## src/rtl/uart_rx_fifo.sv

```systemverilog
// Receive-side FWFT buffer behind the UART receiver, with rts_n back-pressure, level IRQ and sticky overrun.
// Optional character-timeout logic is compiled in with `define UART_RX_TIMEOUT_EN.
module uart_rx_fifo #(
  parameter int DEPTH         = 16,
  parameter int RTS_THRESHOLD = 14,
  parameter int IRQ_LEVEL     = 1,
  parameter int TIMEOUT_TICKS = 64
) (
  input  logic                     clk,
  input  logic                     reset_n,
  input  logic                     tick_i,
  input  logic                     wr_valid_i,
  input  logic [7:0]               wr_data_i,
  input  logic                     wr_parity_err_i,
  input  logic                     wr_stop_err_i,
  input  logic                     rd_en_i,
  input  logic                     flush_i,
  output logic [7:0]               rd_data_o,
  output logic                     rd_parity_err_o,
  output logic                     rd_stop_err_o,
  output logic                     empty_o,
  output logic                     full_o,
  output logic [$clog2(DEPTH):0]   count_o,
  output logic                     overrun_o,
  output logic                     rts_no,
  output logic                     rx_irq_o,
  output logic                     timeout_o
);

  localparam int AW = $clog2(DEPTH);
  localparam int CW = AW + 1;
  localparam logic [CW-1:0] DEPTH_C  = CW'(DEPTH);
  localparam logic [CW-1:0] RTS_C    = CW'(RTS_THRESHOLD);
  localparam logic [CW-1:0] IRQ_C    = CW'(IRQ_LEVEL);

  logic [9:0]    r_mem [DEPTH];
  logic [AW-1:0] r_wptr, r_rptr;
  logic [CW-1:0] r_count;
  logic          r_empty, r_full, r_overrun, r_rts, r_irq;

  logic          w_wr_acc, w_rd_acc, w_timeout_next;
  logic [CW-1:0] w_count_next;

  // A full FIFO is never empty, so a simultaneous read always frees the slot the write needs.
  assign w_rd_acc = rd_en_i & ~r_empty & ~flush_i;
  assign w_wr_acc = wr_valid_i & (~r_full | w_rd_acc) & ~flush_i;

  // NOTE: every always_comb output gets a default first, so no path can infer a latch.
  always_comb begin
    w_count_next = r_count;
    if (flush_i)                   w_count_next = '0;
    else if (w_wr_acc && !w_rd_acc) w_count_next = r_count + CW'(1);
    else if (w_rd_acc && !w_wr_acc) w_count_next = r_count - CW'(1);
  end

  // NOTE: the storage array has no reset; the pointers and count alone define which entries are valid.
  always_ff @(posedge clk) begin
    if (w_wr_acc) r_mem[r_wptr] <= {wr_stop_err_i, wr_parity_err_i, wr_data_i};
  end

  // NOTE: sequential state uses non-blocking assignments so all registers update from pre-edge values.
  always_ff @(posedge clk or negedge reset_n) begin
    if (!reset_n) begin
      r_wptr    <= '0;
      r_rptr    <= '0;
      r_count   <= '0;
      r_empty   <= 1'b1;
      r_full    <= 1'b0;
      r_overrun <= 1'b0;
      r_rts     <= 1'b0;
      r_irq     <= 1'b0;
    end else begin
      if (flush_i) begin
        r_wptr    <= '0;
        r_rptr    <= '0;
        r_overrun <= 1'b0;
      end else begin
        if (w_wr_acc) r_wptr <= r_wptr + AW'(1);
        if (w_rd_acc) r_rptr <= r_rptr + AW'(1);
        if (wr_valid_i && r_full && !rd_en_i) r_overrun <= 1'b1;
      end
      r_count <= w_count_next;
      r_empty <= (w_count_next == '0);
      r_full  <= (w_count_next == DEPTH_C);
      r_rts   <= (w_count_next >= RTS_C);
      r_irq   <= (w_count_next >= IRQ_C) | w_timeout_next;
    end
  end

`ifdef UART_RX_TIMEOUT_EN
  localparam int TW = $clog2(TIMEOUT_TICKS) + 1;
  localparam logic [TW-1:0] TO_C = TW'(TIMEOUT_TICKS);

  logic [TW-1:0] r_idle, w_idle_next;
  logic          r_timeout, w_activity;

  assign w_activity = w_wr_acc | w_rd_acc | flush_i | (w_count_next == '0);

  always_comb begin
    w_idle_next = r_idle;
    if (w_activity)                    w_idle_next = '0;
    else if (tick_i && r_idle != TO_C) w_idle_next = r_idle + TW'(1);
  end

  assign w_timeout_next = w_activity ? 1'b0 : (r_timeout | (w_idle_next == TO_C));

  always_ff @(posedge clk or negedge reset_n) begin
    if (!reset_n) begin
      r_idle    <= '0;
      r_timeout <= 1'b0;
    end else begin
      r_idle    <= w_idle_next;
      r_timeout <= w_timeout_next;
    end
  end

  assign timeout_o = r_timeout;
`else
  logic w_unused_tick;
  assign w_unused_tick  = tick_i & (TIMEOUT_TICKS > 0);
  assign w_timeout_next = 1'b0;
  assign timeout_o      = 1'b0;
`endif

  // Head entry is shown combinationally (FWFT) and masked to zero while empty.
  assign rd_data_o       = r_empty ? 8'h00 : r_mem[r_rptr][7:0];
  assign rd_parity_err_o = ~r_empty & r_mem[r_rptr][8];
  assign rd_stop_err_o   = ~r_empty & r_mem[r_rptr][9];
  assign empty_o         = r_empty;
  assign full_o          = r_full;
  assign count_o         = r_count;
  assign overrun_o       = r_overrun;
  assign rts_no          = r_rts;
  assign rx_irq_o        = r_irq;

endmodule

```

## config.mk

```make
export PLATFORM = sky130hd
export DESIGN_NAME = uart_rx_fifo
export DESIGN_NICKNAME = d
export VERILOG_FILES = /design/src/rtl/uart_rx_fifo.sv
export SDC_FILE = /design/constraint.sdc
export NUM_CORES = 1
export LEC_CHECK = 0
export CAP_MARGIN = 20
export CORE_ASPECT_RATIO = 0.7
export CORE_MARGIN = 5
export CORE_UTILIZATION = 42
export CTS_CLUSTER_SIZE = 16
export DETAILED_ROUTE_END_ITERATION = 7
export PLACE_DENSITY = 0.61
export REMOVE_ABC_BUFFERS = 1
export SLEW_MARGIN = 40
export SYNTH_ARGS = -nofsm -noshare
export SYNTH_HDL_FRONTEND = slang
export SYNTH_SLANG_ARGS = --single-unit
```

## constraint.sdc

```tcl
create_clock -name clk -period 2.3 [get_ports clk]
set_input_delay 0.46 -clock clk [delete_from_list [all_inputs] [get_ports clk]]
set_output_delay 0.46 -clock clk [all_outputs]
set_load 0.03 [all_outputs]
```

==> results of run 1 <==
where the power goes:
group	switching, mW	leakage [nW]	internal, mW	total [mW]
Sequential	0.0707	1.68	3.61	3.68
Combinational	0.850	1.07	0.911	1.76
Clock	1.22	0.292	1.73	2.95
metrics by stage:
step | TNS (ns) | cell area [sq um] | instances | total power [mW]
after CTS | -3.203 | 8981 | 708 | 8.397
after global placement | -43.51 | 8147 | 667 | 5.212
after detailed placement | -41.94 | 8147 | 667 | 5.231
after floorplan | -9.964 | 7069 | 353 | 4.597
after global routing | -3.626 | 9051 | 709 | 8.731
final | -2.923 | 9051 | 709 | 8.392
cell usage after synthesis (2+ instances only):
cell type / number / area, sq um
nand2_1: 10 / 37.54
a21oi_1: 4 / 20.02
buf_2: 4 / 20.02
xor2_1: 4 / 35.03
dfrtp_1: 17 / 425.4
o22ai_1: 10 / 62.56
clkbuf_1: 10 / 37.54
xnor2_1: 4 / 35.03
nor2_1: 32 / 120.1
buf_1: 4 / 15.01
ha_1: 7 / 87.58
or3_1: 2 / 12.51
inv_1: 6 / 22.52
a41oi_1: 2 / 17.52
nor3_1: 2 / 10.01
nand2b_1: 3 / 18.77
nand4_1: 2 / 12.51
mux4_2: 40 / 900.9
edfxtp_1: 160 / 4805
nor2b_1: 4 / 25.02
and2b_1: 2 / 15.01
mux2i_1: 20 / 200.2
registers in the layout, indices dropped and copies added (netlist names):
register	count
r_wptr	4
empty_o	1
r_mem	160
r_rptr	4
count_o	5
rx_irq_o	1
rts_no	1
full_o	1
overrun_o	1
routing by layer:
| metal | share of wire [%] | wire, microns |
|---|---|---|
| met4 | 0.71 | 112 |
| met3 | 6.3 | 987 |
| met5 | 0 | 0 |
| met1 | 47 | 7444 |
| met2 | 46 | 7204 |
worst max-delay path: cells and delay by family (launching register included):
kind / cells / cell delay, ns
muxes: 2 / 0.76
buffers and inverters: 3 / 0.44
DFF: 1 / 0.42
AOI/OAI and AO/OA: 1 / 0.17
layout by cell type (no fill, tap or decap), drive strengths merged, types with 2 or more instances in the layout:
cell           count
edfxtp           160
xnor2              4
mux2               2
inv               11
bufinv             3
a21oi              4
dfrtp             17
clkinv             3
mux4              40
mux2i             20
nor3               2
ha                 7
clkbuf            20
xor2               4
nand4              2
clkdlybuf4s50     24
nand2             10
clkinvlp           2
or3b               2
and2b              2
buf               74
or3                2
nand2b             3
nor2              32
nor2b              4
a41oi              2
o22ai             10
cells by family after synthesis:
kind of cell	synth area share (%)
fa+ha+maj	1.225
other cells	0.05245
xor+xnor	0.9799
simple gates	4.778
flops	73.52
compound gates	2.240
mux	15.77
buf+inv	1.435
area by class of cell:
| type | instances | area (sq um) |
|---|---|---|
| well taps | 225 | 281.5 |
| clock inverters | 13 | 172.7 |
| repair buffers | 99 | 1016 |
| fillers | 1315 | 7442 |
| inverters | 6 | 22.52 |
| multi-input cells | 169 | 1867 |
| clock buffers | 19 | 432.9 |
| flip-flops and latches | 178 | 5259 |
what timing repair did:
action                                  4_1_cts  5_1_grt
gates resized for setup                      29       12
endpoints found under the setup margin       10       43
pin swaps                                     3        2
gates cloned                                  1        1
hold endpoints to repair                      0        0
buffers inserted                              8        1
final timing paths:
| check | startpoint | endpoint | cells after the start |
|---|---|---|---|
| worst max register to register | empty_o | rx_irq_o | 5 |
| min in group clk | overrun_o | overrun_o | 2 |
| worst min-delay path | reset_n | overrun_o | 1 |
| worst max-delay path | r_rptr[0] | rd_data_o[3] | 6 |
| worst min register to register | overrun_o | overrun_o | 2 |
| max in group asynchronous | reset_n | empty_o | 2 |
==> impl_metrics.toml, run 1 <==
[run_status]
status = "finished with violations"
violations = "setup timing"

[logic_synthesis]
synth_cell_type_count = 45
syn-mean-instance-area_sq_um = 19.22
synth_area_sq_um = 7149
ys_warn_count = 0
async_reset_ff_share_pct = 10.11
synth_ff_type = "edfxtp_1"
ys_ff_latch = 178
seq_area_frac_synth_pct = 73.52
syn_inst = 372
synth_edf_count = 160

[floorplanning]
fp.dieH_microns = 119.2
dieArea_sq_um = 19770
num_rows = 39
core_sq_um = 16490
io_pins = 37
start_util_pct = 43.35
fp.dieW_microns = 165.9

[grt]
grt_max_degree = 24
grt_pass1_vias = 3932
met3_usage_pct = 3.974
track_usage_pct = 16.30
grt_pass1_wl_microns = 24210
grt_use_met2_pct = 24.01
busiest_layer = "met1"
antenna_found_initial = 0
gr-total-overflow = 0
gr-usage-met1_pct = 24.87

[timing]
slew_violations = 0
max_freq_mhz = 374.7
fin_crit_sh_pct = 116.0
rsz0062_at_grt = "yes"
timing.hold.ws_ns = 0.3653
worst_slack_ns = -0.3690
setup_viol = 10
tightest_slew_ns = 0.6209
hold_viol_final = 0
relSlewSlack_pct = 58.48
skew_ns = 0.007147
finalCriticalPeriod_ns = 2.669

[critical_path]
worstSetupStartpointType = "flip-flop"
crit_chain = "buf_12 > buf_12 > mux4_2 > mux2i_2 > o22ai_2 > buf_12"
end_kind = "output port"
critPathArrivalTime_ns = 2.21
slowest_stage = "mux4_2"
crit_top_cell = "buf_12"
crit_type = "reg -> out"
crit_fanout = 5
critical-path-max-stage-delay_ns = 0.52
cp.required_ns = 1.84
r2r_slack_ns = 0.30

[clocking]
clockRootBuffer = "clkbuf_16"
clk_latency_ns = 0.42
clkSinkCount = 178
cts_tree = "done"
cts-buffers-inserted = 17
clkSlewWorstSetupHoldPaths_ns = 0.06
clock_path_buffers = 2
postCtsHoldBufs = 0
cts_max_level = 4

[layout]
finish.utilization_pct = 54.88
syn2layout_area_growth_pct = 26.60
drive_gt1_share_pct = 35.33
fin_nets = 494
antenna_cells = 0

[route]
firstDrtPassIters = 4
routed_via_density = 5.336
drc = 0
drt_iter0_drc = 252
wl_per_cell_microns = 22.21
vias = 3783
ant_nets = 0
wl_microns = 15750

[run]
maxCapViolations = 0

[placement]
dp_hpwl_microns = 10260
port-buffer-count = 34
gp_congestion = 0.8312
post-place-ws_ns = -0.3563

[pwr]
p_leak_nw = 3.041
p_per_area_nw_per_um2 = 927.1
ir_drop_uv = 523.5

[min_path]
hold_path_class = "in -> async"
No activity file was read; power rests on OpenSTA's default activity.
==> inputs of run 2 (changes only) <==
--- a/config.mk
+++ b/config.mk
@@ -6,7 +6,7 @@
 export NUM_CORES = 1
 export LEC_CHECK = 0
 export CAP_MARGIN = 20
-export CORE_ASPECT_RATIO = 0.7
+export CORE_ASPECT_RATIO = 1.75
 export CORE_MARGIN = 5
 export CORE_UTILIZATION = 42
 export CTS_CLUSTER_SIZE = 16
==> run 2 against run 1 <==
The run still ends with setup timing left. First-iteration DRC count fell by 17%. Total power shrank 3.9%. Highest routed layer unchanged. Critical endpoint is now rd_stop_err_o. Largest cell class unchanged. Design area is the same.
==> impl_metrics.toml, run 2 (synthesis results as in run 1) <==
[clocking]
postCtsHoldBufs = 0
cts_tree = "done"
clkSinkCount = 178
clk_latency_ns = 0.42
clkSlewWorstSetupHoldPaths_ns = 0.06
clockRootBuffer = "clkbuf_16"
cts-buffers-inserted = 17
clock_path_buffers = 2
cts_max_level = 4

[route]
routed_via_density = 5.152
drt_iter0_drc = 208
wl_microns = 14610
firstDrtPassIters = 4
drc = 0
vias = 3740
wl_per_cell_microns = 20.13
ant_nets = 0

[floorplanning]
io_pins = 37
dieArea_sq_um = 19830
fp.dieW_microns = 108.6
start_util_pct = 42.38
core_sq_um = 16870
fp.dieH_microns = 182.6
num_rows = 63

[run]
maxCapViolations = 0

[timing]
worst_slack_ns = -0.2783
timing.hold.ws_ns = 0.3823
hold_viol_final = 0
relSlewSlack_pct = 64.37
slew_violations = 0
skew_ns = 0.01121
setup_viol = 10
finalCriticalPeriod_ns = 2.578
fin_crit_sh_pct = 112.1
tightest_slew_ns = 0.5327
rsz0062_at_grt = "yes"
max_freq_mhz = 387.9

[critical_path]
cp.required_ns = 1.84
reg2reg_from = "empty_o"
slowest_stage = "mux4_2"
critical-path-max-stage-delay_ns = 0.48
end_kind = "output port"
worstSetupStartpointType = "flip-flop"
crit_fanout = 7
reg2reg_depth = 5
crit_chain = "buf_12 > buf_12 > buf_12 > mux4_2 > mux2i_1 > o22ai_1 > buf_4"
r2r_slack_ns = 0.26
crit_type = "reg -> out"
critPathArrivalTime_ns = 2.12
regToRegEndpoint = "rx_irq_o"
crit_top_cell = "buf_12"

[run_status]
status = "finished with violations"
violations = "setup timing"

[layout]
syn2layout_area_growth_pct = 26.60
largest_register_ffs = 160
layout_common_cells = "160 x edfxtp_1, 72 x buf_4, 40 x mux4_2"
top_register = "r_mem"
finish.utilization_pct = 53.66
layout.cells.most_common = "edfxtp_1"
antenna_cells = 0
nFillCells = 1379
fin_nets = 509
drive_gt1_share_pct = 36.47

[grt]
antenna_found_initial = 0
grt_pass1_wl_microns = 22690
track_usage_pct = 15.64
gr-total-overflow = 0
grt_max_degree = 20
grt_pass1_vias = 4092

[pwr]
p_per_area_nw_per_um2 = 890.6
p_total_mw = 8.061
p_leak_nw = 3.067
ir_drop_uv = 534.4

[placement]
gp_congestion = 0.8443
post-place-ws_ns = -0.3254
port-buffer-count = 34
dp_hpwl_microns = 10170

[min_path]
hold_path_class = "in -> async"
run 2: cell types whose count changed in the layout (fill, tap and decap cells not counted), moves of 2 or more:
cell	change
buf_4	+17
nor2_1	-2
mux2i_1	+3
nor2_2	+2
bufinv_16	-2
mux2i_2	-2
buf_16	-2
run 2: what timing repair did:
action / 4_1_cts / 5_1_grt
pin swaps: 1 / 4
setup buffers: 10 / 7
gates cloned: 0 / 1
endpoints found under the setup margin: 10 / 54
resized for setup: 13 / 20
run 2: final cells by class:
type | count | area [sq um] | area share [%]
Tap cell | 227 | 284.0 | 3.138
Inverter | 6 | 22.52 | 0.2488
Sequential cell | 178 | 5259 | 58.10
Clock inverter | 12 | 121.4 | 1.341
Clock buffer | 20 | 436.7 | 4.824
Multi-Input combinational cell | 169 | 1843 | 20.36
Timing Repair Buffer | 114 | 1085 | 11.99
run 2: worst max-delay path, delay by kind of cell (launching register included):
| family | cells | cell delay [ns] |
|---|---|---|
| buf+inv | 4 | 0.58 |
| compound gates | 1 | 0.10 |
| mux | 2 | 0.63 |
| flops | 1 | 0.38 |
run 2: report_power, final:
| part | total, mW | internal (mW) | switching, mW |
|---|---|---|---|
| clock | 2.69 | 1.51 | 1.18 |
| combinational | 1.68 | 0.886 | 0.798 |
| sequential | 3.68 | 3.61 | 0.0759 |
| total | 8.06 | 6.01 | 2.05 |
run 2: stage by stage:
| step | instance area (sq um) | setup TNS [ns] | instances |
|---|---|---|---|
| 2_1_floorplan | 7069 | -9.964 | 353 |
| 3_3_place_gp | 8217 | -40.39 | 678 |
| 3_5_place_dp | 8217 | -43.05 | 678 |
| 4_1_cts | 8892 | -3.138 | 719 |
| 5_1_grt | 9051 | -3.696 | 726 |
| 6_report | 9051 | -2.521 | 726 |
run 2: per-layer routing:
layer,track usage (%),part of all wire (%)
met5,0,0
met3,3.327,2.8
met2,28.93,59
met1,17.54,37
met4,5.157,1.9
run 2: worst max path at each step:
stage                    from            end  slack [ns]
floorplan           r_rptr[0]   rd_data_o[6]       -0.96
global placement      flush_i    r_mem[4][7]       -0.33
detailed placement    flush_i    r_mem[4][9]       -0.33
CTS                 r_rptr[0]   rd_data_o[4]       -0.35
global route        r_rptr[0]  rd_stop_err_o       -0.40
finish              r_rptr[0]  rd_stop_err_o       -0.28
==> inputs of run 3 (changes only) <==
--- a/config.mk
+++ b/config.mk
@@ -5,7 +5,6 @@
 export SDC_FILE = /design/constraint.sdc
 export NUM_CORES = 1
 export LEC_CHECK = 0
-export CAP_MARGIN = 20
 export CORE_ASPECT_RATIO = 1.75
 export CORE_MARGIN = 5
 export CORE_UTILIZATION = 42
==> results of run 3 <==
No change in the layout: final DEF, timing and power equal those of run 2.
